===== src/rtl/audioport_pkg.sv =====
// Shared types and constants for the APB protocol monitor.
package audioport_pkg;

    typedef enum logic [1:0] {
        IDLE   = 2'd0,
        SETUP  = 2'd1,
        ACCESS = 2'd2
    } apb_mon_state_t;

    localparam int APB_MON_ERR_W = 8;

    localparam int APB_E_PEN_NOSEL    = 0;
    localparam int APB_E_NO_SETUP     = 1;
    localparam int APB_E_NO_ENABLE    = 2;
    localparam int APB_E_SETUP_ABORT  = 3;
    localparam int APB_E_UNSTABLE     = 4;
    localparam int APB_E_ACCESS_ABORT = 5;
    localparam int APB_E_TIMEOUT      = 6;
    localparam int APB_E_MISALIGN     = 7;

endpackage


===== src/rtl/apb_mon_sat_counter.sv =====
// Saturating up-counter; a clear in the same cycle as an increment yields 1.
module apb_mon_sat_counter #(
    parameter int W = 16
) (
    input  logic         clk,
    input  logic         rst_n,
    input  logic         clr_i,
    input  logic         inc_i,
    output logic [W-1:0] count_o
);

    logic [W-1:0] count_q, count_d, base;

    always_comb begin
        base    = clr_i ? '0 : count_q;
        count_d = base;
        if (inc_i && (base != '1)) begin
            count_d = base + 1'b1;
        end
    end

    always_ff @(posedge clk or negedge rst_n) begin
        if (!rst_n) begin
            count_q <= '0;
        end else begin
            count_q <= count_d;
        end
    end

    assign count_o = count_q;

endmodule


===== src/rtl/apb_protocol_monitor.sv =====
// Passive APB3 protocol monitor: sticky violation bits, saturating counters,
// first-violation address capture and a maskable interrupt.
//
// state  | meaning
// IDLE   | no transfer in progress; the observed cycle is judged as a bus idle/setup
// SETUP  | a setup cycle was seen; the observed cycle must be the first access cycle
// ACCESS | inside an access phase waiting for PREADY
module apb_protocol_monitor
    import audioport_pkg::*;
#(
    parameter int         AW             = 32,
    parameter int         DW             = 32,
    parameter int         CNT_W          = 16,
    parameter int         TIMEOUT_CYCLES = 16,
    parameter logic [7:0] ERR_MASK       = 8'hFF,
    parameter bit         CHECK_ALIGN    = 1'b1
) (
    input  logic                     clk,
    input  logic                     rst_n,
    input  logic                     psel_in,
    input  logic                     penable_in,
    input  logic                     pwrite_in,
    input  logic [AW-1:0]            paddr_in,
    input  logic [DW-1:0]            pwdata_in,
    input  logic                     pready_in,
    input  logic                     pslverr_in,
    input  logic                     clr_in,
    output logic [APB_MON_ERR_W-1:0] err_out,
    output logic                     irq_out,
    output logic [CNT_W-1:0]         xfer_count_out,
    output logic [CNT_W-1:0]         slverr_count_out,
    output logic [CNT_W-1:0]         viol_count_out,
    output logic [AW-1:0]            last_err_addr_out
);

    localparam int WAIT_W = (TIMEOUT_CYCLES > 0) ? $clog2(TIMEOUT_CYCLES + 1) : 1;
    localparam logic [WAIT_W-1:0] WAIT_LIMIT = WAIT_W'(TIMEOUT_CYCLES);

    apb_mon_state_t            state_q, state_d;
    logic [AW-1:0]             addr_cap_q, addr_cap_d;
    logic                      write_cap_q, write_cap_d;
    logic [DW-1:0]             wdata_cap_q, wdata_cap_d;
    logic [WAIT_W-1:0]         wait_q, wait_d, wait_inc;
    logic [APB_MON_ERR_W-1:0]  err_q, err_d, err_new;
    logic [AW-1:0]             last_addr_q, last_addr_d;
    logic                      irq_q;
    logic                      inc_xfer, inc_slv, viol;
    logic                      do_idle, quiet, fields_changed;

    assign fields_changed = (paddr_in != addr_cap_q) || (pwrite_in != write_cap_q) ||
                            (write_cap_q && (pwdata_in != wdata_cap_q));
    assign wait_inc = wait_q + 1'b1;

    always_comb begin
        state_d     = state_q;
        addr_cap_d  = addr_cap_q;
        write_cap_d = write_cap_q;
        wdata_cap_d = wdata_cap_q;
        wait_d      = wait_q;
        err_new     = '0;
        inc_xfer    = 1'b0;
        inc_slv     = 1'b0;
        do_idle     = 1'b0;
        quiet       = 1'b0;

        case (state_q)
            IDLE: begin
                do_idle = 1'b1;
            end
            SETUP: begin
                if (!psel_in) begin
                    err_new[APB_E_SETUP_ABORT] = 1'b1;
                    state_d = IDLE;
                end else if (!penable_in) begin
                    err_new[APB_E_NO_ENABLE] = 1'b1;
                    do_idle = 1'b1;
                    quiet   = 1'b1;
                end else begin
                    err_new[APB_E_UNSTABLE] = fields_changed;
                    addr_cap_d  = paddr_in;
                    write_cap_d = pwrite_in;
                    wdata_cap_d = pwdata_in;
                    wait_d      = '0;
                    if (pready_in) begin
                        inc_xfer = 1'b1;
                        inc_slv  = pslverr_in;
                        state_d  = IDLE;
                    end else begin
                        state_d  = ACCESS;
                    end
                end
            end
            ACCESS: begin
                if (!psel_in || !penable_in) begin
                    err_new[APB_E_ACCESS_ABORT] = 1'b1;
                    do_idle = 1'b1;
                    quiet   = 1'b1;
                end else begin
                    // Re-capturing each cycle reports a field change once, not every cycle after it.
                    err_new[APB_E_UNSTABLE] = fields_changed;
                    addr_cap_d  = paddr_in;
                    write_cap_d = pwrite_in;
                    wdata_cap_d = pwdata_in;
                    if (pready_in) begin
                        inc_xfer = 1'b1;
                        inc_slv  = pslverr_in;
                        state_d  = IDLE;
                    end else if ((TIMEOUT_CYCLES != 0) && (wait_q != WAIT_LIMIT)) begin
                        wait_d = wait_inc;
                        err_new[APB_E_TIMEOUT] = (wait_inc == WAIT_LIMIT);
                    end
                end
            end
            default: begin
                state_d = IDLE;
            end
        endcase

        // Resync evaluates the same cycle as a fresh idle cycle without new errors.
        if (do_idle) begin
            state_d = IDLE;
            if (!psel_in && penable_in) begin
                err_new[APB_E_PEN_NOSEL] = !quiet;
            end else if (psel_in && penable_in) begin
                err_new[APB_E_NO_SETUP] = !quiet;
            end else if (psel_in && !penable_in) begin
                state_d     = SETUP;
                addr_cap_d  = paddr_in;
                write_cap_d = pwrite_in;
                wdata_cap_d = pwdata_in;
                if (CHECK_ALIGN && (paddr_in[1:0] != 2'b00) && !quiet) begin
                    err_new[APB_E_MISALIGN] = 1'b1;
                end
            end
        end
    end

    assign viol  = |err_new;
    assign err_d = (clr_in ? '0 : err_q) | err_new;

    always_comb begin
        last_addr_d = clr_in ? '0 : last_addr_q;
        if (viol && (clr_in || (err_q == '0))) begin
            last_addr_d = paddr_in;
        end
    end

    always_ff @(posedge clk or negedge rst_n) begin
        if (!rst_n) begin
            state_q     <= IDLE;
            addr_cap_q  <= '0;
            write_cap_q <= 1'b0;
            wdata_cap_q <= '0;
            wait_q      <= '0;
            err_q       <= '0;
            last_addr_q <= '0;
            irq_q       <= 1'b0;
        end else begin
            state_q     <= state_d;
            addr_cap_q  <= addr_cap_d;
            write_cap_q <= write_cap_d;
            wdata_cap_q <= wdata_cap_d;
            wait_q      <= wait_d;
            err_q       <= err_d;
            last_addr_q <= last_addr_d;
            irq_q       <= |(err_q & ERR_MASK);
        end
    end

    apb_mon_sat_counter #(.W(CNT_W)) u_xfer_cnt (
        .clk     (clk),
        .rst_n   (rst_n),
        .clr_i   (clr_in),
        .inc_i   (inc_xfer),
        .count_o (xfer_count_out)
    );

    apb_mon_sat_counter #(.W(CNT_W)) u_slverr_cnt (
        .clk     (clk),
        .rst_n   (rst_n),
        .clr_i   (clr_in),
        .inc_i   (inc_slv),
        .count_o (slverr_count_out)
    );

    apb_mon_sat_counter #(.W(CNT_W)) u_viol_cnt (
        .clk     (clk),
        .rst_n   (rst_n),
        .clr_i   (clr_in),
        .inc_i   (viol),
        .count_o (viol_count_out)
    );

    assign err_out           = err_q;
    assign irq_out           = irq_q;
    assign last_err_addr_out = last_addr_q;

endmodule


===== config.mk =====
export PLATFORM = sky130hd
export DESIGN_NAME = apb_protocol_monitor
export DESIGN_NICKNAME = d
export VERILOG_FILES = /design/src/rtl/audioport_pkg.sv /design/src/rtl/apb_mon_sat_counter.sv /design/src/rtl/apb_protocol_monitor.sv
export SDC_FILE = /design/constraint.sdc
export NUM_CORES = 1
export LEC_CHECK = 0
export BUFFER_PORTS_ARGS = -buffer_cell sky130_fd_sc_hd__buf_4
export CORE_ASPECT_RATIO = 0.7
export CORE_MARGIN = 4
export CORE_UTILIZATION = 50
export CTS_CLUSTER_SIZE = 14
export DETAILED_ROUTE_END_ITERATION = 6
export PLACE_DENSITY = 0.85
export SYNTH_ARGS = -nofsm -noshare
export SYNTH_HDL_FRONTEND = slang
export SYNTH_SLANG_ARGS = --single-unit

===== constraint.sdc =====
create_clock -name clk -period 2.3 [get_ports clk]
set_input_delay 0 -clock clk [delete_from_list [all_inputs] [get_ports clk]]
set_output_delay 0 -clock clk [all_outputs]
set_load 0.02 [all_outputs]

==> key figures <==
Critical path
  – Worst EP arrival: between 2000 and 3000 ps
  – Worst r2r dst: last_err_addr_out[6]$_DFFE_PN0P_
  – Critical R2R Launch: state_q[1]$_DFFE_PN0P_
  – Cell Chain, Critical Path: buf_4 -> ha_4 -> a21oi_1 -> nor2_1 -> a211o_1 -> and3_4 -> buf_4 -> a21oi_2 -> buf_12 -> o2bb2ai_1
  – Largest stage delay, worst path: between 300 and 400 ps
  – CP Capture Type: register
  – Critical Path RT: ~2600 ps
  – Crit start category: register
  – FF-to-FF setup slack: -40 ps
  – Crit path max fanout: 32
  – FF-to-FF path depth: 10
  – CP Launch Point: state_q[1]$_DFFE_PN0P_
  – Most common cell on crit path: buf_4
  – Crit path max-delay cell type: dfrtp_1
  – Crit Path Category: reg2reg

Clock network
  – CTS buffer count: 17
  – # clock sinks: roughly 160
  – CTS tree: yes
  – Clock slew at reported path FFs: approximately 70 ps
  – Clk Latency, worst-skew pair: roughly 430 ps
  – CTS Buffer Depth: 2
  – H-tree Lvls: 4
  – CTS root buffer: clkbuf_16

Placed design
  – HPWL Detailed: around 15 mm
  – Gpl congestion: 0.873
  – DP Area: about 10000 µm²
  – Port buffer count: between 150 and 200
  – DP Cell Count: ~1.3k

Floorplan
  – Row Count: 39
  – Die height: ~120 µm
  – Die Area: 18800 µm²
  – Initial core utilization: between 50% and 60%
  – Core footprint: around 16000 µm²
  – # IOs: about 160
  – Die width: 162 µm

Yosys
  – Ys flop type: dfrtp_1
  – Sequential area share after synthesis: 48.5%
  – Synth Instances: roughly 860
  – Mean Syn Cell Area: roughly 9.7 µm²
  – Synth warn: 0
  – Async set-reset flop share out of synthesis: 100%
  – Synth area leaders: dfrtp_1 (48%), xor2_1 (8.6%), nand2_1 (7.0%), a21oi_1 (4.5%), o2bb2ai_1 (3.4%)
  – Post-synth EDFFs: 0
  – Area leader, netlist: dfrtp_1
  – Most common cell in the netlist: dfrtp_1
  – Count of cell types in the netlist: 63
  – Mapped Nets: approximately 940
  – Post-Syn Area: approximately 8300 µm²
  – Area share of the largest cell type after synthesis: between 40% and 50%
  – Seq cells post-synth: roughly 160
  – Post-synth top cells: dfrtp_1 (161), nand2_1 (156), xor2_1 (82), a21oi_1 (74), nand2b_1 (40)

Timing
  – Worst-margin pin slew: a little over 500 ps
  – Worst hold slack: between 40 and 50 ps
  – Clock period minus worst slack: between 2000 and 2500 ps
  – Final setup margin: -36.0 ps
  – RSZ-0062 raised after global routing: yes
  – Final Skew: 11.6 ps
  – Final period utilization: 102%
  – Rel. slew slack: roughly 66%
  – Final setup viols: 20
  – Fmax: roughly 430 MHz
  – Max-slew violations: 0
  – Final Hold Viols: 0
  – Setup TNS: -256 ps

Power and ir drop
  – PD cells: around 650 nW/µm²
  – Maximum vdd drop: between 0.5 and 0.6 mV
  – Leakage power: 5.48 nW

Drt
  – Met2 Wirelength: between 10 and 15 mm
  – Detail Route Antenna Nets: 0
  – Number of remaining DRC errors: 0
  – Routed WL: between 20 and 25 mm
  – Via density per instance: about 5.5
  – Starting DRT DRC Count: about 540
  – Met3 Wirelength: 1.31 mm
  – WL met1: 10.6 mm
  – First-pass DRT Iterations: 5
  – Top layer used by detailed routing: met4
  – Routed via count: around 7.5k
  – Post-detailed-route wirelength per cell: about 18 µm

GRT
  – GR Util All Layers: ~26%
  – Initial antenna violation count: 0
  – Gr ovfl total: 0
  – Largest net degree at the start of global routing: between 70 and 80
  – First-pass GRT wire length: around 38 mm
  – Vias in the first global route: 7565

Layout
  – Non-filler instance count after layout: 1372
  – Share of cells above drive strength 1: 29.5%
  – Cell area after layout: roughly 12000 µm²
  – N_diodes: 0
  – Layout Nets: between 1k and 1.5k
  – Layout area overhead: 42.2%

Hold path
  – Worst min-delay path class: in2async

Status
  – Status: finished with violations
  – Failing checks: setup timing

Flow run
  – Max Cap Viol: 0
## sequential cells by signal, summed over array words and instances (netlist names)
| name | cells |
|---|---|
| wdata_cap_q | 32 |
| err_out | 8 |
| u_slverr_cnt.count_o | 16 |
| irq_out | 1 |
| last_err_addr_out | 32 |
| wait_q | 5 |
| u_xfer_cnt.count_o | 16 |
| u_viol_cnt.count_o | 16 |
| write_cap_q | 1 |
| state_q | 2 |
| addr_cap_q | 32 |
## power by group
part | total [mW] | internal (mW) | leakage (nW) | switching [mW]
clock | 2.77 | 1.58 | 0.272 | 1.19
sequential | 3.34 | 3.13 | 2.13 | 0.213
combinational | 1.60 | 0.722 | 3.08 | 0.877
## critical path, delay by kind of cell (launching register included)
kind	cells	cell delay [ps]
buf+inv	3	540
simple gates	2	320
flops	1	390
compound gates	4	770
fa+ha+maj	1	180
## cell families (layout without fill, tap and decap cells)
family                     Yosys count  after routing  synth area share [%]
xor gates and xnor gates            99             99                  10.4
adders and majority gates           10             10                  1.51
AOI/OAI and AO/OA                  154            155                  13.0
muxes                               15             15                  1.97
and+or+nand+nor                    355            355                  21.3
DFF                                161            161                  48.5
buffers and inverters               61            352                  3.27
## layer usage
metal	track usage [%]	vias up
li1	-	3478
met1	33.8	3726
met2	43.6	264
met3	4.94	37
met4	6.99	0
met5	0	-
## worst max path at each step
stage / endpoint / slack (ps) / cells past startpoint
after detailed placement: u_viol_cnt.count_o[7]$_DFF_PN0_ / -140 / 8
final: last_err_addr_out[6]$_DFFE_PN0P_ / -40 / 10
after global routing: last_err_addr_out[6]$_DFFE_PN0P_ / -110 / 10
after CTS: u_viol_cnt.count_o[7]$_DFF_PN0_ / -30 / 10
after floorplan: u_xfer_cnt.count_o[10]$_DFF_PN0_ / 10 / 8
after global placement: u_viol_cnt.count_o[13]$_DFF_PN0_ / -90 / 8
## layout make-up
cell class,count,area [µm²]
fillers,1153,4480
flip-flops and latches,161,4030
clock buffers,21,470
multi-input cells,634,4300
well taps,225,282
inverters,16,60.1
repair buffers,305,2570
clock inverters,10,101
## layout by cell type, fill, tap and decap left out, types with 4 or more instances in the layout
cell type / n
nor2_1: 37
nor4_1: 13
nor3_4: 4
buf_6: 4
mux2i_1: 4
o211ai_1: 4
clkbuf_16: 18
nand4_1: 13
ha_1: 4
o21ai_0: 12
inv_1: 11
nor2b_1: 22
nor4_2: 5
mux2_1: 5
a21oi_1: 71
dfrtp_1: 161
dlygate4sd3_1: 71
o2bb2ai_1: 26
nand2b_1: 40
xnor2_1: 16
xor2_1: 82
a21oi_2: 4
buf_12: 6
a211oi_2: 6
nand3_1: 21
and2_1: 4
o2bb2ai_2: 6
buf_4: 223
and3_1: 9
nand2_1: 154
mux2_4: 4
ha_4: 4
inv_2: 5
## repair_timing
action | 4_1_cts | 5_1_grt
gates cloned | 0 | 2
setup endpoints to repair | 50 | 56
buffers inserted | 1 | 8
pin swaps | 7 | 16
hold buffers | 71 | 0
resized for setup | 22 | 35
endpoints found under the hold margin | 271 | 0
## stage by stage
step	worst slack, ps	utilization [%]	total power [mW]
floorplan	12.3	-	4.12
detailed placement	-137	62.3	4.77
global route	-110	72.5	8.03
global placement	-92.1	62.3	4.72
CTS	-32.2	70.8	7.63
finish	-36.0	72.5	7.71
(Power assumes the default switching activity.)
